`src/rtl/simon_pkg.sv`:
```
// Shared constants and types for the SIMON packet receiver slice.
package simon_pkg;

  localparam int unsigned SIMON_N    = 16;
  localparam int unsigned SIMON_M    = 4;

  localparam int unsigned INFO_KEY   = 5;
  localparam int unsigned INFO_ENC   = 6;

  localparam int unsigned DATA_BYTES = 2 * SIMON_N / 8;
  localparam int unsigned KEY_BYTES  = SIMON_M * SIMON_N / 8;

  typedef enum logic [1:0] {
    HEAD,
    CNT,
    PAY,
    COMMIT
  } rx_state_t;

endpackage

```
`src/rtl/simon_rise_detect.sv`:
```
// Synchronous rising-edge detector: flags a level that is high now but was low on the previous edge.
module simon_rise_detect (
  input  logic clk,
  input  logic nR,
  input  logic lvl_i,
  output logic rise_o
);

  logic prev_q;

  always_ff @(posedge clk or negedge nR) begin
    if (!nR) prev_q <= 1'b0;
    else     prev_q <= lvl_i;
  end

  assign rise_o = lvl_i & ~prev_q;

endmodule

```
`src/rtl/simon_packet_rx.sv`:
```
// Byte-serial packet receiver feeding the SIMON cipher: assembles header/count/payload
// and holds one finished packet in an output slot until the cipher acknowledges it.
module simon_packet_rx
  import simon_pkg::*;
#(
  parameter int unsigned N = SIMON_N,
  parameter int unsigned M = SIMON_M
) (
  input  logic           clk,
  input  logic           nR,
  input  logic [7:0]     rxDATA,
  input  logic           rxVALID,
  input  logic           rxSOF,
  output logic           rxREADY,
  input  logic           loadDATA,
  input  logic           loadKEY,
  output logic [7:0]     infoIN,
  output logic [7:0]     countIN,
  output logic [2*N-1:0] inDATA,
  output logic [M*N-1:0] KEY,
  output logic           newDATA,
  output logic           newKEY,
  output logic           rxERR
);

  localparam int unsigned DATA_B = 2 * N / 8;
  localparam int unsigned KEY_B  = M * N / 8;
  localparam int unsigned CW     = $clog2(KEY_B + 1);
  localparam logic [CW-1:0] DATA_LAST = CW'(DATA_B - 1);
  localparam logic [CW-1:0] KEY_LAST  = CW'(KEY_B - 1);

  rx_state_t        state_q, state_d;
  logic             live_q;
  logic [7:0]       hdr_q, hdr_d;
  logic [7:0]       cntb_q, cntb_d;
  logic [CW-1:0]    pcnt_q, pcnt_d;
  logic [M*N-1:0]   asm_q, asm_d;
  logic [7:0]       info_q, info_d;
  logic [7:0]       count_q, count_d;
  logic [2*N-1:0]   data_q, data_d;
  logic [M*N-1:0]   key_q, key_d;
  logic             newd_q, newd_d;
  logic             newk_q, newk_d;
  logic             err_q, err_d;

  logic             ld_rise, lk_rise;
  logic             accept;
  logic [CW-1:0]    last_idx;

  simon_rise_detect u_rise_data (
    .clk    (clk),
    .nR     (nR),
    .lvl_i  (loadDATA),
    .rise_o (ld_rise)
  );

  simon_rise_detect u_rise_key (
    .clk    (clk),
    .nR     (nR),
    .lvl_i  (loadKEY),
    .rise_o (lk_rise)
  );

  // Ready is held low until the first edge after reset release.
  assign rxREADY  = live_q && (state_q != COMMIT);
  assign accept   = rxVALID && rxREADY;
  assign last_idx = hdr_q[INFO_KEY] ? KEY_LAST : DATA_LAST;

  always_comb begin
    state_d = state_q;
    hdr_d   = hdr_q;
    cntb_d  = cntb_q;
    pcnt_d  = pcnt_q;
    asm_d   = asm_q;
    info_d  = info_q;
    count_d = count_q;
    data_d  = data_q;
    key_d   = key_q;
    newd_d  = newd_q;
    newk_d  = newk_q;
    err_d   = 1'b0;

    if (ld_rise && newd_q) newd_d = 1'b0;
    if (lk_rise && newk_q) newk_d = 1'b0;

    unique case (state_q)
      HEAD: begin
        if (accept) begin
          if (rxSOF) begin
            hdr_d   = rxDATA;
            state_d = CNT;
          end else begin
            err_d   = 1'b1;
          end
        end
      end
      CNT, PAY: begin
        if (accept) begin
          if (rxSOF) begin
            hdr_d   = rxDATA;
            err_d   = 1'b1;
            state_d = CNT;
          end else if (state_q == CNT) begin
            cntb_d  = rxDATA;
            pcnt_d  = '0;
            state_d = PAY;
          end else begin
            for (int unsigned k = 0; k < KEY_B; k++) begin
              if (pcnt_q == CW'(k)) asm_d[8*k +: 8] = rxDATA;
            end
            pcnt_d = pcnt_q + 1'b1;
            if (pcnt_q == last_idx) state_d = COMMIT;
          end
        end
      end
      COMMIT: begin
        // Slot occupancy is judged before this edge's acknowledge takes effect.
        if (!(newd_q || newk_q)) begin
          info_d  = hdr_q;
          count_d = cntb_q;
          if (hdr_q[INFO_KEY]) begin
            key_d  = asm_q;
            newk_d = 1'b1;
          end else begin
            data_d = asm_q[2*N-1:0];
            newd_d = 1'b1;
          end
          state_d = HEAD;
        end
      end
      default: state_d = HEAD;
    endcase
  end

  always_ff @(posedge clk or negedge nR) begin
    if (!nR) begin
      state_q <= HEAD;
      live_q  <= 1'b0;
      hdr_q   <= '0;
      cntb_q  <= '0;
      pcnt_q  <= '0;
      asm_q   <= '0;
      info_q  <= '0;
      count_q <= '0;
      data_q  <= '0;
      key_q   <= '0;
      newd_q  <= 1'b0;
      newk_q  <= 1'b0;
      err_q   <= 1'b0;
    end else begin
      state_q <= state_d;
      live_q  <= 1'b1;
      hdr_q   <= hdr_d;
      cntb_q  <= cntb_d;
      pcnt_q  <= pcnt_d;
      asm_q   <= asm_d;
      info_q  <= info_d;
      count_q <= count_d;
      data_q  <= data_d;
      key_q   <= key_d;
      newd_q  <= newd_d;
      newk_q  <= newk_d;
      err_q   <= err_d;
    end
  end

  assign infoIN  = info_q;
  assign countIN = count_q;
  assign inDATA  = data_q;
  assign KEY     = key_q;
  assign newDATA = newd_q;
  assign newKEY  = newk_q;
  assign rxERR   = err_q;

endmodule

```
`config.mk`:
```
export PLATFORM = sky130hd
export DESIGN_NAME = simon_packet_rx
export DESIGN_NICKNAME = d
export VERILOG_FILES = /design/src/rtl/simon_pkg.sv /design/src/rtl/simon_rise_detect.sv /design/src/rtl/simon_packet_rx.sv
export SDC_FILE = /design/constraint.sdc
export NUM_CORES = 1
export LEC_CHECK = 0
export CAP_MARGIN = 20
export CORE_MARGIN = 10
export CORE_UTILIZATION = 30
export DETAILED_ROUTE_END_ITERATION = 6
export HOLD_SLACK_MARGIN = 0.06
export PLACE_DENSITY = 0.59
export SLEW_MARGIN = 20
export SYNTH_ARGS = -nofsm -noshare
export SYNTH_HDL_FRONTEND = slang
export SYNTH_HIERARCHICAL = 1
export SYNTH_SLANG_ARGS = --single-unit
```
`constraint.sdc`:
```
create_clock -name clk -period 2.2 [get_ports clk]
set_input_delay 0.33 -clock clk [delete_from_list [all_inputs] [get_ports clk]]
set_output_delay 0.33 -clock clk [all_outputs]
set_load 0.03 [all_outputs]
```
==> metrics.yaml, run 1 <==
status: "finished, final reports clean"
ys_warn_count: 6
yosysTopAreaCellShare: 0.6449
fp.dieH_um: 182.4
cts.sinks: 204
syn_inst: 629
cp.arrival_ps: 2450
fin_ws_ps: 152.9
end_kind: "register"
finClkSkew_ps: 19.53
path_max_fanout: 8
start_util: 0.3047
fmax_mhz: 488.5
power.density_nw_per_um2: 1270
grt_max_degree: 60
dieArea_sq_um: 33290
synthArstFlopShare: 1.000
pin_count: 130
first_pass_iters: 4
cts_root_buf: "clkbuf_16"
drt-initial-drc-count: 237
antenna_found_initial: 0
drcViolationCount: 0
io_buffers: 129
fin_area_sq_um: 10590
dr_total_vias: 5002
cp.required_ps: 2600
cts_setup_buffers: 0
syn_area_per_cell_sq_um: 12.59
synthTopCellsByArea: "dfrtp_1 (64%), mux2_2 (18%), nand2_1 (9.5%), ha_1 (1.4%), buf_1 (0.62%)"
place_congestion: 0.7911
final_cells: 1136
finish.utilization: 0.4076
synth_enable_flop_cells: 0
drive_above_1_share: 0.2659
grt_pass1_wl_mm: 31.75
min_path_type: "input port to register"
setup-tns-final_ps: 0
synth_nets: 652
postRouteWirelength_mm: 19.93
setup.worst_path.class: "register to register"
diodes: 0
setup_viol: 0
synth_cell_types: 33
core_area_sq_um: 25980
hpwl_mm: 13.07
wire_per_inst_um: 17.54
path_clk_slew_ps: 60
period_share: 0.9305
p_leak_uw: 0.005168
h-tree-depth: 1
drv_slew: 0
cts_tree: "done"
final_hold_viol_count: 0
worst_pin_slew_ps: 698.3
crit_path_start_kind: "register"
fp-row-count: 59
rsz0062_at_grt: "no"
dp_slack_ps: -106.5
max-vdd-ir-drop_mv: 0.7896
grt-ovfl-total: 0
numCtsBuffers: 23
ys_seq_area_frac: 0.6449
via_per_inst: 4.403
grt_pass1_vias: 5387
syn2layout_area_growth_pct: 33.78
yosysMostFrequentCell: "dfrtp_1"
drv_cap: 0
ys.flop_type: "dfrtp_1"
ant_nets: 0
yosysTopAreaCell: "dfrtp_1"
fin_nets: 809
dp.cells: 1095
synth_area_sq_um: 7916
gr-usage-all-layers: 0.1194
die_x_um: 182.4
period_minus_slack_ps: 2047
placed_cell_area_sq_um: 9867
ys_seq_elements: 204
insertion_delay_ps: 510
yosys-top-cells-count: "dfrtp_1 (204), nand2_1 (200), mux2_2 (128)"
maxSlewHeadroom: 0.5330
clock_path_buffers: 3
[path summary, 6_finish.rpt]
kind	cells after the start	slack, ps	end	from
worst min register to register	2	460	KEY[40]$_DFFE_PN0P_	asm_q[40]$_DFFE_PN0P_
min in group asynchronous	2	360	KEY[35]$_DFFE_PN0P_	nR
worst max register to register	7	150	asm_q[24]$_DFFE_PN0P_	state_q[0]$_DFFE_PN0P_
max in group asynchronous	3	1220	KEY[14]$_DFFE_PN0P_	nR
worst min-delay path	1	310	u_rise_key/prev_q$_DFF_PN0_	loadKEY
worst max-delay path	7	150	asm_q[24]$_DFFE_PN0P_	state_q[0]$_DFFE_PN0P_
[layout by cell type, fill, tap and decap left out, drive strengths merged]
cell,n
nor3b,5
clkdlybuf4s50,127
mux2i,1
mux2,128
dfrtp,204
nand3b,1
dlygate4sd3,1
a22oi,1
conb,1
clkbuf,33
nand2,200
a21o,2
and2,1
o31ai,2
nor2,9
or2,1
ha,9
xor2,1
nor4b,1
clkinv,7
xnor2,1
a21oi,2
buf,34
nor2b,4
nand3,4
o21ai,4
nor3,3
inv,8
nand2b,4
nand4b,1
or3,1
[state kept, by name, summed over array words and instances, names as in the netlist]
name                cells
inDATA                 32
u_rise_data/prev_q      1
asm_q                  64
newDATA                 1
countIN                 8
cntb_q                  8
infoIN                  8
newKEY                  1
live_q                  1
u_rise_key/prev_q       1
hdr_q                   8
pcnt_q                  4
KEY                    64
rxERR                   1
state_q                 2
[worst max-delay path: stages (launching register included)]
cell,delay (ps)
dfrtp_1,420
ha_1,230
nand3b_4,150
or3_4,370
buf_4,150
nor3_2,90
buf_4,190
mux2_2,340
[per-layer routing]
metal,share of wire,vias up,global-route usage
met5,0,-,0
met4,0.017,0,0.02961
met3,0.067,37,0.03759
met2,0.45,109,0.1868
met1,0.46,2482,0.1570
li1,-,2374,-
[cell type report]
class | count | area (sq um)
multi-input cells | 387 | 2678
inverters | 7 | 26.28
well taps | 335 | 419.2
clock inverters | 8 | 43.79
clock buffers | 32 | 669.4
flip-flops and latches | 204 | 5105
fillers | 2483 | 15390
repair buffers | 163 | 1649
[cells by family after synthesis]
family | count (synthesis) | share of synthesized area
other cells | 1 | 0.0004737
simple gates | 235 | 0.1274
fa+ha+maj | 9 | 0.01423
flops | 204 | 0.6449
xor+xnor | 2 | 0.002213
compound gates | 11 | 0.008534
mux | 129 | 0.1833
buf+inv | 38 | 0.01897
[metrics by stage]
step                hold WS [ps]  power, uW
finish                     308.7      13450
detailed placement         310.7      10000
floorplan                  34.41       7961
CTS                        286.7      13690
global placement           310.4       9937
global route               295.7      14230
[where the power goes]
| part | internal, uW | total (uW) | switching, uW |
|---|---|---|---|
| registers | 4720 | 5350 | 632 |
| clock network | 2110 | 3610 | 1490 |
| logic | 2050 | 4490 | 2440 |
[what timing repair did]
action	4_1_cts	5_1_grt
pin swaps	0	0
gates resized for setup	2	2
hold endpoints to repair	55	0
endpoints found under the setup margin	1	9
hold buffers	1	0
(Power assumes the default switching activity.)
==> inputs of run 2 (changes only) <==
--- a/config.mk
+++ b/config.mk
@@ -7,10 +7,11 @@
 export LEC_CHECK = 0
 export CAP_MARGIN = 20
 export CORE_MARGIN = 10
-export CORE_UTILIZATION = 30
+export CORE_UTILIZATION = 45
 export DETAILED_ROUTE_END_ITERATION = 6
 export HOLD_SLACK_MARGIN = 0.06
-export PLACE_DENSITY = 0.59
+export MAX_ROUTING_LAYER = met4
+export PLACE_DENSITY = 0.79
 export SLEW_MARGIN = 20
 export SYNTH_ARGS = -nofsm -noshare
 export SYNTH_HDL_FRONTEND = slang
==> run 2 against run 1 <==
Effect of this change:
- combinational power hardly changed
- sequential cell count is the same
- cell area decreased by 0.79%
- routed wire length fell by 7.8%
- largest cell class unchanged
- largest power group unchanged
==> metrics.yaml, run 2 (synthesis gave the netlist of run 1 again) <==
syn2layout_area_growth_pct: 32.72
final_hold_viol_count: 0
path_max_fanout: 8
setup.worst_path.class: "register to register"
period_share: 0.9442
min_path_type: "input port to register"
dr_total_vias: 5067
finish.utilization: 0.6074
gr-usage-all-layers: 0.1615
start_util: 0.4577
drcViolationCount: 0
cp.required_ps: 2570
fp-row-count: 48
antenna_found_initial: 0
crit_path_start_kind: "register"
dieArea_sq_um: 23300
grt_max_degree: 78
setup-tns-final_ps: 0
postRouteWirelength_mm: 18.37
hold_slack_ps: 329.7
drv_slew: 0
hpwl_mm: 12.43
status: "finished, final reports clean"
via_per_inst: 4.948
wire_per_inst_um: 17.94
fin_nets: 806
rsz0062_at_grt: "no"
cts_root_buf: "clkbuf_16"
core_area_sq_um: 17300
p_leak_uw: 0.005177
fmax_mhz: 481.4
cp.arrival_ps: 2450
path_clk_slew_ps: 60
end_kind: "register"
period_minus_slack_ps: 2077
place_congestion: 0.8049
cts.sinks: 204
numCtsBuffers: 22
clock_path_buffers: 3
maxSlewHeadroom: 0.5383
grt-ovfl-total: 0
first_pass_iters: 4
h-tree-depth: 1
cts_tree: "done"
fin_ws_ps: 122.7
worst_pin_slew_ps: 690.4
setup_viol: 0
drive_above_1_share: 0.2616
reg2reg_setup_slack_ps: 120
die_x_um: 152.6
power.density_nw_per_um2: 1303
io_buffers: 129
layout.cells.most_common: "dfrtp_1"
layout_common_cells: "dfrtp_1 (204), nand2_1 (199), mux2_2 (128), clkdlybuf4s50_1 (127), clkbuf_16 (23)"
grt_pass1_wl_mm: 30.24
drt-initial-drc-count: 233
diodes: 0
max-vdd-ir-drop_mv: 0.9005
pin_count: 130
ant_nets: 0
dp_slack_ps: -105.3
drv_cap: 0
insertion_delay_ps: 490
grt_pass1_vias: 5546
finClkSkew_ps: 10.90
fp.dieH_um: 152.6
-- run 2: path summary, 6_finish.rpt --
path	from	endpoint	cells after the start
max	state_q[0]$_DFFE_PN0P_	asm_q[25]$_DFFE_PN0P_	7
min	loadKEY	u_rise_key/prev_q$_DFF_PN0_	1
max reg2reg	state_q[0]$_DFFE_PN0P_	asm_q[25]$_DFFE_PN0P_	7
min reg2reg	asm_q[58]$_DFFE_PN0P_	KEY[58]$_DFFE_PN0P_	2
max in group asynchronous	nR	KEY[41]$_DFFE_PN0P_	3
min in group asynchronous	nR	countIN[4]$_DFFE_PN0P_	2
-- run 2: layer usage --
layer | wire, um | vias up | GRT usage | share of wire
li1 | - | 2366 | - | -
met1 | 7855 | 2581 | 0.1926 | 0.43
met2 | 9406 | 100 | 0.2757 | 0.51
met3 | 859 | 20 | 0.03472 | 0.047
met4 | 247 | 0 | 0.03451 | 0.013
met5 | 0 | - | - | 0
-- run 2: critical path, stage by stage (launching register included) --
cell,delay (ps)
dfrtp_1,420
ha_1,230
nand3b_4,160
or3_4,360
buf_4,160
nor3_2,130
buf_6,170
mux2_2,340
-- run 2: metrics by stage --
step	area (sq um)	power [uW]	std cells
floorplan	7916	7961	629
global placement	9726	9865	983
detailed placement	9726	9991	983
CTS	10500	13880	1024
global route	10510	14420	1024
finish	10510	13690	1024
-- run 2: repair_timing --
item | 4_1_cts | 5_1_grt
gates resized for setup | 2 | 3
buffers inserted | 0 | 0
hold buffers | 1 | 0
setup endpoints to repair | 1 | 10
endpoints found under the hold margin | 70 | 0
-- run 2: layout make-up --
cell class	instances	area, sq um
clock buffers	31	635.6
clock inverters	9	131.4
fillers	1377	6790
inverters	7	26.28
multi-input cells	387	2678
flip-flops and latches	204	5105
well taps	225	281.5
repair buffers	161	1649
-- run 2: power breakdown --
group | leakage (uW) | internal (uW) | switching [uW] | total (uW)
logic | 0.00207 | 2070 | 2440 | 4520
clock network | 0.000371 | 2380 | 1460 | 3830
registers | 0.00273 | 4720 | 624 | 5340
==> inputs of run 3 (changes only) <==
--- a/config.mk
+++ b/config.mk
@@ -11,7 +11,7 @@
 export DETAILED_ROUTE_END_ITERATION = 6
 export HOLD_SLACK_MARGIN = 0.06
 export MAX_ROUTING_LAYER = met4
-export PLACE_DENSITY = 0.79
+export PLACE_DENSITY_LB_ADDON = 0.15
 export SLEW_MARGIN = 20
 export SYNTH_ARGS = -nofsm -noshare
 export SYNTH_HDL_FRONTEND = slang
==> run 3 against run 2 <==
Effect of this change:
- core utilization is 0.78 points lower
- power is 1.6% lower
- routed wire length is 0.81% higher
- combinational power hardly changed
- fmax is 0.14% lower
- via count is 0.24% lower
- largest power group unchanged
- highest routed layer unchanged
==> metrics.yaml, run 3 (synthesis gave the netlist of run 1 again) <==
status: "finished, final reports clean"
clkPwrFrac: 0.268
drv_slew: 0
power_uw: 13470
p_leak_uw: 0.005109
top_layer_used: "met4"
grt_pass1_vias: 5658
die_x_um: 152.6
fp.dieH_um: 152.6
core_area_sq_um: 17300
end_kind: "register"
switchingPower_uw: 4498
final_hold_viol_count: 0
clock_path_buffers: 3
swShare: 0.3339
grt-ovfl-total: 0
syn2layout_area_growth_pct: 31.01
dieArea_sq_um: 23300
diodes: 0
worst_pin_slew_ps: 702.4
fmax_mhz: 480.7
layout.cells.most_common: "dfrtp_1"
dr_wl_met2_mm: 9.132
slowest_stage: "dfrtp_1"
h-tree-depth: 1
hold_slack_ps: 321.6
pin_count: 130
setup_viol: 0
period_share: 0.9456
cp.required_ps: 2570
cts_setup_buffers: 0
insertion_delay_ps: 490
drive_above_1_share: 0.2554
crit_path_start_kind: "register"
maxSlewHeadroom: 0.5303
min_path_type: "input port to register"
setup.worst_path.class: "register to register"
crit_path_frequent_cell: "buf_4"
max-vdd-ir-drop_mv: 1.041
place_congestion: 0.8187
grt_pass1_wl_mm: 30.66
path_cells: "ha_1 -> nand3b_4 -> or3_4 -> buf_4 -> nor2_2 -> buf_4 -> mux2_2"
postRouteWirelength_mm: 18.52
sequentialPowerShare: 0.398
ant_nets: 0
wl_met1_mm: 8.174
io_buffers: 129
combPwrFrac: 0.333
cp.arrival_ps: 2450
internal_power_uw: 8975
layout_common_cells: "dfrtp_1 (204), nand2_1 (198), mux2_2 (128), clkdlybuf4s50_1 (127)"
power.density_nw_per_um2: 1299
hpwl_mm: 12.45
wire_per_inst_um: 18.23
dr_total_vias: 5055
drt-initial-drc-count: 195
slowest_delay_ps: 410
path_clk_slew_ps: 60
wl_met3_um: 851
fill_cells: 1394
gr-usage-all-layers: 0.1636
cts.sinks: 204
cts_root_buf: "clkbuf_16"
finClkSkew_ps: 9.666
first_pass_iters: 4
critical_path.top_delay_family: "simple AND/OR/NAND/NOR gates"
drv_cap: 0
fp-row-count: 48
cts_tree: "done"
path_max_fanout: 8
drcViolationCount: 0
start_util: 0.4577
rsz0062_at_grt: "no"
grt_max_degree: 54
period_minus_slack_ps: 2080
via_per_inst: 4.975
antenna_found_initial: 0
numCtsBuffers: 22
crit_buf_inv: 2
fin_nets: 803
==> run 3: what timing repair did <==
action	4_1_cts	5_1_grt
gates resized for setup	1	4
hold buffers	1	0
endpoints found under the hold margin	49	0
setup endpoints to repair	1	11
==> run 3: power by group through the flow <==
stage / clock [uW] / combinational (uW) / sequential (uW)
finish: 3610 / 4490 / 5370
global route: 3860 / 4820 / 5500
CTS: 3710 / 4580 / 5390
detailed placement: 0 / 4550 / 5430
global placement: 0 / 4450 / 5400
floorplan: 0 / 1590 / 6370
==> run 3: final timing paths <==
check | from | endpoint | slack, ps | cells past startpoint
setup / recovery | state_q[0]$_DFFE_PN0P_ | asm_q[18]$_DFFE_PN0P_ | 120 | 7
hold / removal | loadDATA | u_rise_data/prev_q$_DFF_PN0_ | 320 | 1
setup reg to reg | state_q[0]$_DFFE_PN0P_ | asm_q[18]$_DFFE_PN0P_ | 120 | 7
hold reg to reg | asm_q[43]$_DFFE_PN0P_ | KEY[43]$_DFFE_PN0P_ | 460 | 2
max in group asynchronous | nR | inDATA[14]$_DFFE_PN0P_ | 1040 | 3
min in group asynchronous | nR | KEY[20]$_DFFE_PN0P_ | 350 | 2
==> run 3: area by class of cell <==
class	count	area, sq um	area share
Sequential cell	204	5105	0.4922
Multi-Input combinational cell	387	2680	0.2584
Timing Repair Buffer	158	1573	0.1516
Clock buffer	30	621.8	0.05996
Tap cell	225	281.5	0.02714
Clock inverter	5	83.83	0.008083
Inverter	7	26.28	0.002533
==> run 3: layer usage <==
layer	track usage	vias up
met1	0.2028	2551
met2	0.2724	119
li1	-	2359
met3	0.03161	26
met4	0.03588	0
met5	-	-
==> run 3: stage by stage <==
step / worst slack (ps) / utilization / TNS [ps] / cell area (sq um) / instances
floorplan: 16.31 / - / 0 / 7916 / 629
global placement: -119.8 / 0.5581 / -2698 / 9653 / 980
detailed placement: -117.7 / 0.5581 / -3086 / 9653 / 980
CTS: 11.17 / 0.5994 / 0 / 10370 / 1016
global route: 57.45 / 0.5996 / 0 / 10370 / 1016
finish: 119.8 / 0.5996 / 0 / 10370 / 1016
